[src/rtl/fire_pkg.sv]
// Shared definitions for the fire-layer squeeze/expand datapath.
package fire_pkg;

    // Fixed-point word width used across all fire layers.
    localparam int WIDTH = 16;

    // Squeeze output channels and output feature-map side, per fire.
    localparam int FIRE8_DSP_NO = 112;
    localparam int FIRE8_WOUT   = 8;
    localparam int FIRE9_DSP_NO = 112;
    localparam int FIRE9_WOUT   = 8;

    typedef logic signed [WIDTH-1:0] word_t;

    // Writer sequencing: wait for a pixel, stream its channels, acknowledge.
    typedef enum logic [1:0] {
        IDLE  = 2'd0,
        DRAIN = 2'd1,
        ACK   = 2'd2
    } wr_state_t;

endpackage

[src/rtl/squeeze_ofm_writer_relu.sv]
// Combinational ReLU on one signed fixed-point word.
module relu_word #(
    parameter int W = 16
) (
    input  logic [W-1:0] x_i,
    output logic [W-1:0] y_o
);

    // Negative values clamp to zero; everything else passes untouched.
    assign y_o = x_i[W-1] ? '0 : x_i;

endmodule

[src/rtl/squeeze_ofm_writer.sv]
// Captures one pixel of squeeze results, applies ReLU and writes the
// channels one per cycle into the expand-layer feature-map RAM
// (channel-major layout), then acknowledges the squeeze engine.
module squeeze_ofm_writer #(
    parameter int WIDTH  = fire_pkg::WIDTH,
    parameter int DSP_NO = fire_pkg::FIRE8_DSP_NO,
    parameter int WOUT   = fire_pkg::FIRE8_WOUT,
    parameter int ADDR_W = $clog2(DSP_NO * WOUT * WOUT)
) (
    input  logic                    clk,
    input  logic                    rst,
    input  logic                    sample_i,
    input  logic                    finish_i,
    input  logic [DSP_NO*WIDTH-1:0] ofm_i,
    output logic                    ram_we_o,
    output logic [ADDR_W-1:0]       ram_addr_o,
    output logic [WIDTH-1:0]        ram_data_o,
    output logic                    ram_feedback_o,
    output logic                    busy_o,
    output logic                    done_o,
    output logic                    overrun_o
);

    import fire_pkg::*;

    localparam int PIX_N = WOUT * WOUT;
    localparam int CH_W  = (DSP_NO > 1) ? $clog2(DSP_NO) : 1;
    localparam int PIX_W = (PIX_N > 1) ? $clog2(PIX_N) : 1;
    localparam logic [CH_W-1:0]  CH_LAST  = CH_W'(DSP_NO - 1);
    localparam logic [PIX_W-1:0] PIX_LAST = PIX_W'(PIX_N - 1);

    wr_state_t        state_q, state_d;
    logic [CH_W-1:0]  ch_q, ch_d;
    logic [PIX_W-1:0] pix_q, pix_d;
    logic             fin_pend_q, fin_pend_d;
    logic             done_q, done_d;
    logic             overrun_q, overrun_d;

    logic [WIDTH-1:0] buf_q [DSP_NO];
    logic [WIDTH-1:0] cur_word;
    logic [WIDTH-1:0] relu_out;

    // Capture buffer: only a sample accepted in IDLE loads it, so a dropped
    // sample can never corrupt a pixel that is still draining.
    always_ff @(posedge clk) begin
        if (state_q == IDLE && sample_i) begin
            for (int i = 0; i < DSP_NO; i++) begin
                buf_q[i] <= ofm_i[i*WIDTH +: WIDTH];
            end
        end
    end

    assign cur_word = buf_q[ch_q];

    relu_word #(.W(WIDTH)) u_relu (
        .x_i (cur_word),
        .y_o (relu_out)
    );

    // State register.
    always_ff @(posedge clk or posedge rst) begin
        if (rst) begin
            state_q <= IDLE;
        end else begin
            state_q <= state_d;
        end
    end

    // Next-state logic.
    always_comb begin
        state_d = state_q;
        case (state_q)
            IDLE:    if (sample_i) state_d = DRAIN;
            DRAIN:   if (ch_q == CH_LAST) state_d = ACK;
            ACK:     state_d = IDLE;
            default: state_d = IDLE;
        endcase
    end

    // Counters and flags: channel/pixel position, pending finish, done pulse.
    always_comb begin
        ch_d       = ch_q;
        pix_d      = pix_q;
        fin_pend_d = fin_pend_q;
        done_d     = 1'b0;
        overrun_d  = overrun_q | (sample_i && state_q != IDLE);
        case (state_q)
            IDLE: begin
                ch_d = '0;
                if (finish_i) begin
                    if (sample_i) begin
                        // A pixel is starting; finish after it is stored.
                        fin_pend_d = 1'b1;
                    end else begin
                        done_d = 1'b1;
                        pix_d  = '0;
                    end
                end
            end
            DRAIN: begin
                ch_d = (ch_q == CH_LAST) ? '0 : ch_q + CH_W'(1);
                if (finish_i) fin_pend_d = 1'b1;
            end
            ACK: begin
                ch_d = '0;
                if (fin_pend_q || finish_i) begin
                    // done lands the cycle after feedback, never with it.
                    done_d     = 1'b1;
                    pix_d      = '0;
                    fin_pend_d = 1'b0;
                end else begin
                    pix_d = (pix_q == PIX_LAST) ? '0 : pix_q + PIX_W'(1);
                end
            end
            default: ;
        endcase
    end

    // Counter and flag registers.
    always_ff @(posedge clk or posedge rst) begin
        if (rst) begin
            ch_q       <= '0;
            pix_q      <= '0;
            fin_pend_q <= 1'b0;
            done_q     <= 1'b0;
            overrun_q  <= 1'b0;
        end else begin
            ch_q       <= ch_d;
            pix_q      <= pix_d;
            fin_pend_q <= fin_pend_d;
            done_q     <= done_d;
            overrun_q  <= overrun_d;
        end
    end

    // Outputs decode straight from state so a reset silences the RAM port
    // in the same instant; address/data are zeroed outside DRAIN.
    always_comb begin
        ram_we_o       = 1'b0;
        ram_addr_o     = '0;
        ram_data_o     = '0;
        ram_feedback_o = 1'b0;
        busy_o         = (state_q != IDLE);
        done_o         = done_q;
        overrun_o      = overrun_q;
        case (state_q)
            DRAIN: begin
                ram_we_o   = 1'b1;
                ram_addr_o = ADDR_W'(int'(ch_q) * PIX_N + int'(pix_q));
                ram_data_o = relu_out;
            end
            ACK:     ram_feedback_o = 1'b1;
            default: ;
        endcase
    end

endmodule

[config.mk]
export PLATFORM = sky130hd
export DESIGN_NAME = squeeze_ofm_writer
export DESIGN_NICKNAME = d
export VERILOG_FILES = /design/src/rtl/fire_pkg.sv /design/src/rtl/squeeze_ofm_writer_relu.sv /design/src/rtl/squeeze_ofm_writer.sv
export SDC_FILE = /design/constraint.sdc
export NUM_CORES = 2
export LEC_CHECK = 0
export ABC_AREA = 0
export CAP_MARGIN = 20
export CORE_AREA = 5 5 704 706
export DETAILED_ROUTE_END_ITERATION = 16
export DIE_AREA = 0 0 709 711
export GPL_TIMING_DRIVEN = 0
export SLEW_MARGIN = 40
export SYNTH_ARGS = -nofsm -noshare
export SYNTH_HDL_FRONTEND = slang
export SYNTH_SLANG_ARGS = --single-unit
[constraint.sdc]
create_clock -name clk -period 237.7 [get_ports clk]
set_input_delay 47.54 -clock clk [delete_from_list [all_inputs] [get_ports clk]]
set_output_delay 47.54 -clock clk [all_outputs]
set_load 0.02 [all_outputs]
Yosys cells after proc, flatten, opt, wreduce, memory -nomap -nowiden
Memories as Yosys holds them, arrays and structs flattened.
Index checks and enable logic that the tools add are counted.

word-level totals
  register bits = 18
  RAM bits = 1792
  output and inout bits = 34
  input bits = 1796
  memories kept = 1
  logic and storage cells = 59

memory list
  name   words  width  read ports  clocked after memory_dff  write ports  RTL line                  source
  buf_q  112    16     1           0                         112          squeeze_ofm_writer.sv:39  logic [WIDTH-1:0] buf_q [DSP_NO];

operators by class
  $add $sub $neg = 3
  multiplexer cells = 26
  reduce and logical (&&, ||, !) cells = 12
  equal/unequal tests = 10
  bitwise operators = 1

operators by type and width
  kind                                                  number
  two-way mux 6 bit                                     4
  two-way mux 16 bit                                    1
  two-way mux 15 bit                                    1
  one-hot mux 7 bit (2 select lines)                    1
  adder 13 x 6 -> 13 bit                                1
  two-way mux 13 bit                                    1
  != test 2 bit (second input constant)                 6
  one-hot mux 6 bit (2 select lines)                    1
  two-way mux 1 bit                                     11
  adder 7 x 1 -> 7 bit (second input constant)          1
  equality test 7 bit (second input constant)           1
  two-way mux 7 bit                                     1
  adder 6 x 1 -> 6 bit (second input constant)          1
  equality test 6 bit (second input constant)           1
  nonzero test 2 bit                                    3
  AND reduction 5 bit                                   1
  two-way mux 2 bit                                     2
  one-hot mux 2 bit (2 select lines)                    1
  one-hot mux 1 bit (3 select lines)                    1
  AND reduction 3 bit                                   1
  nonzero test 3 bit                                    1
  equality test 2 x 1 -> 1 bit (second input constant)  1
  equality test 2 bit (second input constant)           1
  logical AND 1 bit                                     2
  other kinds (6)                                       6

Logic depth before layout (Yosys ltp)
  depth after elaboration = 4
  mapped depth = 13
  gate-level depth less buffers = 6

Cells and area by module
From an unflattened synthesis, not the netlist that was laid out.

second synthesis, totals
  cells, all modules = 3239
  area total of the unflattened synthesis = 69808.2 µm²

modules (own cells, without submodules)
  module              cells an instance  area an instance (µm²)  times used  seq. area each (µm²)
  squeeze_ofm_writer  3221               69664.3                 1           54262.0
  relu_word           18                 143.9                   1           0.0

Least setup slack after synthesis
OpenSTA, ideal clock, no wires.

  path type = input to register
  start = input port sample_i
  end = memory buf_q[0][0] (enable)
  library setup time = 4.016 ns
  arrival = 121.150 ns
  stages on the path = 2
  path slack = 112.534 ns
  data required time = 233.684 ns
  path through = inv_1 > nor2_1

RTL lines
  element          RTL line                  source
  start, declared  squeeze_ofm_writer.sv:12  input logic sample_i,
  end, declared    squeeze_ofm_writer.sv:39

Worst setup path in the final report
  start = register ch_q[1]
  end = output port ram_data_o[4]

between the ends
  word-level cells in the longest chain between the ends = 3

RTL lines
  element                     RTL line                       source
  start, declared             squeeze_ofm_writer.sv:33       logic [CH_W-1:0] ch_q, ch_d;
  start signal, assigned      squeeze_ofm_writer.sv:128      ch_q <= ch_d;
  memory read (112 x 16 bit)  -
  two-way mux 15 bit          squeeze_ofm_writer_relu.sv:10  assign y_o = x_i[W-1] ? '0 : x_i;
  two-way mux 16 bit          squeeze_ofm_writer.sv:146      case (state_q)
  end, declared               squeeze_ofm_writer.sv:17       output logic [WIDTH-1:0] ram_data_o,

No other way between the ends.

==> impl_metrics.csv <==
group,metric,value,unit
finish,fillers,50530,
routing,ant_nets,0,
floorplanning,die_w,709,um
routing,drt-total-wl,463300,um
clock_network,clk_latency,0.93,ns
sta,fin_crit,54.09,ns
worst_setup_path,arrival,6.55,ns
clock_network,htreeDepth,4,
floorplanning,io_pins,1830,
clock_network,post_cts_resized,0,
pwr,vdd_ir_drop_max,0.000005798,V
finish,area_growth_syn_to_layout,52.97,%
pwr,p_leak,34.21,nW
grt,top_usage_layer,"met2",
clock_network,ctsHoldBuffers,0,
clock_network,clk_pin_slew,0.06,ns
worst_setup_path,crit_fanout,10,
floorplanning,initial_utilization,14.36,%
worst_setup_path,start_kind,"flip-flop",
synthesis,muxShareOfSynthArea,15.02,%
worst_setup_path,reg2reg_slack,233.92,ns
synthesis,synth_nets,4951,
finish,layout_commonest_cell,"clkdlybuf4s50_1",
sta,worst_slew_pin_slew,0.9727,ns
grt,grt_max_degree,26,
synthesis,syn_inst,3153,
synthesis,synth_compound_gate_area_share,4.071,%
sta,setup_ws,183.61,ns
placement,place_ws,184.10,ns
synthesis,synth_warnings,0,
flow_run,max_cap_violations,0,
routing,wire_per_inst,38.34,um
clock_network,cts_tree,"done",
routing,drt_iter0_markers,5081,
finish,final_cell_mix,"clkdlybuf4s50_1, edfxtp_1, mux4_2, clkbuf_16, mux2i_1",
min_path,min_from,"overrun_o",
routing,drc,0,
grt,antenna_found_initial,185,
placement,place_congestion,0.8676,
floorplanning,core,488400,um^2
synthesis,synth_xor_area_share,0.01248,%
min_path,whs_path_depth,1,
clock_network,clk_path_buf_depth,4,
sta,hold_viol_final,0,
synthesis,yosys.area_share.adder,0.03567,%
grt,grt_util_all_layers,17.68,%
sta,tns,0,ns
finish,nets,7147,
clock_network,cts-root-buf,"clkbuf_16",
placement,io_buffers,1828,
synthesis,syn-cell-area,70160,um^2
worst_setup_path,rr_worst_depth,13,
floorplanning,num_rows,257,
sta,fmax,0.01849,GHz
sta,fin_crit_sh,22.76,%
clock_network,clkSinkCount,1810,
sta,rsz0062_at_grt,"no",
finish,drive_above_1_share,18.83,%
routing,vias_per_cell,3.765,
grt,grt_pass1_vias,47570,
grt,use_met2,31.05,%
sta,clock_skew,0.05738,ns
synthesis,synth-seq-cells,1810,
worst_setup_path,path_class,"reg2out",
grt,grt-ovfl-total,0,
synthesis,ys_seq_area_share,77.34,%
worst_setup_path,timing.rr.end,"buf_q[55][8]",
grt,grt_use_met3,4.865,%
worst_setup_path,setup.worst_path.end_class,"output port",
worst_setup_path,required,190.16,ns
sta,drv_slew,0,
clock_network,numCtsBuffers,211,
grt,grt_pass1_wl,562100,um
synthesis,syn_area_per_cell,22.25,um^2
grt,grt_util_met1,20.79,%
routing,dr.pass1.iters,5,
floorplanning,die_area,504100,um^2
clock_network,postCtsSetupRepairBufs,0,
placement,hpwlAfterDp,381000,um
synthesis,synth_top_family_by_area,"multiplexers",
synthesis,synth-simple-area-share,1.247,%
synthesis,ys_types,73,
synthesis,async_flop_share,0.9945,%
min_path,hold_class,"reg2reg",
status,status,"finished clean",
sta,timing.hold.ws,0.4649,ns
pwr,p_per_area,6.622,nW/um^2
routing,dr_total_vias,45490,
sta,setup_viol,0,
synthesis,ys.flop_type,"edfxtp_1",
synthesis,synth_edf_count,1792,
worst_setup_path,timing.rr.start,"state_q[1]",
sta,slew_headroom,34.95,%
min_path,min_to,"overrun_o",
floorplanning,die_y,711,um
==> cells by family (layout without fill, tap and decap cells) <==
group | Yosys count | count (layout)
flip-flops | 1810 | 1810
multiplexers | 585 | 585
AO/OA/AOI/OAI | 384 | 384
buffers and inverters | 193 | 2552
AND/OR/NAND/NOR | 177 | 177
adder cells (fa/ha/maj) | 2 | 2
other | 1 | 97
XOR/XNOR | 1 | 1
==> worst max-delay path by stage <==
stage | start | endpoint | slack [ns] | cells past startpoint
2_1_floorplan | sample_i | buf_q[0][0] | 112.53 | 2
3_3_place_gp | sample_i | buf_q[1][8] | 81.62 | 3
3_5_place_dp | ch_q[1] | ram_data_o[8] | 184.10 | 12
4_1_cts | ch_q[1] | ram_data_o[8] | 183.08 | 12
5_1_grt | ch_q[1] | ram_data_o[8] | 183.19 | 12
6_report | ch_q[1] | ram_data_o[4] | 183.61 | 12
==> Yosys cell counts, types with 10 or more instances <==
master | n | area share (%)
edfxtp_1 | 1792 | 77
mux4_2 | 296 | 9.5
mux2i_1 | 224 | 3.2
nand2_1 | 65 | 0.35
a21oi_1 | 63 | 0.45
mux4_1 | 60 | 2.2
a22oi_1 | 53 | 0.57
clkbuf_1 | 49 | 0.26
buf_2 | 40 | 0.29
a211oi_1 | 38 | 0.41
buf_4 | 35 | 0.37
o22ai_1 | 35 | 0.31
o21ai_0 | 31 | 0.22
o221ai_1 | 29 | 0.36
a22o_1 | 26 | 0.32
nor2_1 | 25 | 0.13
a221oi_1 | 24 | 0.30
buf_6 | 19 | 0.30
nand3_1 | 19 | 0.14
dfrtp_1 | 18 | 0.64
and2_1 | 17 | 0.15
buf_12 | 17 | 0.49
o211ai_1 | 17 | 0.18
buf_8 | 13 | 0.28
nor2b_1 | 12 | 0.11
clkbuf_8 | 10 | 0.20
o21ai_1 | 10 | 0.071
==> flip-flops by register name (all words and copies together) (netlist names) <==
signal / count
done_o: 1
fin_pend_q: 1
ch_q: 7
overrun_o: 1
buf_q: 1792
pix_q: 6
state_q: 2
==> per-stage QoR <==
step	total power, W	cell area [um^2]	instances	utilization [%]
finish	0.0007107	107300	12080	21.97
global route	0.0007333	107200	12030	21.95
CTS	0.0007197	107100	11990	21.92
detailed placement	0.0003888	100300	11610	20.53
global placement	0.0003883	96560	11460	19.77
floorplan	0.0003576	70160	3153	-
==> final cells by class <==
class | instances | area [um^2] | area share, %
Antenna cell | 96 | 240.2 | 0.2238
Buffer | 188 | 1732 | 1.614
Multi-Input combinational cell | 1150 | 14790 | 13.78
Clock inverter | 137 | 1375 | 1.281
Inverter | 5 | 18.77 | 0.01749
Timing Repair Buffer | 1983 | 21380 | 19.92
Tap cell | 6475 | 8102 | 7.549
Sequential cell | 1810 | 54260 | 50.56
Clock buffer | 239 | 5428 | 5.057
==> power by group <==
part | switching (W) | leakage (nW) | internal [W] | total, W
logic | 0.00000612 | 14.6 | 0.0000256 | 0.0000317
clock network | 0.000144 | 3.32 | 0.000185 | 0.000328
registers | 0.00000000000000000000116 | 16.3 | 0.000350 | 0.000350
total | 0.000150 | 34.2 | 0.000561 | 0.000711
==> worst max-delay path, cell delays in order, from the launching register on <==
cell and delay (ns):
dfrtp_1 0.36, buf_4 0.29, buf_4 0.39, buf_4 0.48
buf_4 0.68, buf_2 0.74, mux2i_1 0.79, o221ai_1 0.33
a21oi_1 0.18, nor2_1 0.08, a221oi_1 0.29, a211oi_1 0.12
clkdlybuf4s50_1 0.78
==> per-layer routing <==
layer  vias to the layer above  part of all wire (%)  routed length [um]
met4                        46                   3.5               16190
li1                      18090                     -                   -
met3                       653                   8.4               38790
met1                     23750                    38              175500
met5                         -                 0.063                 294
met2                      2946                    50              232500
No activity file was read; power rests on OpenSTA's default activity.
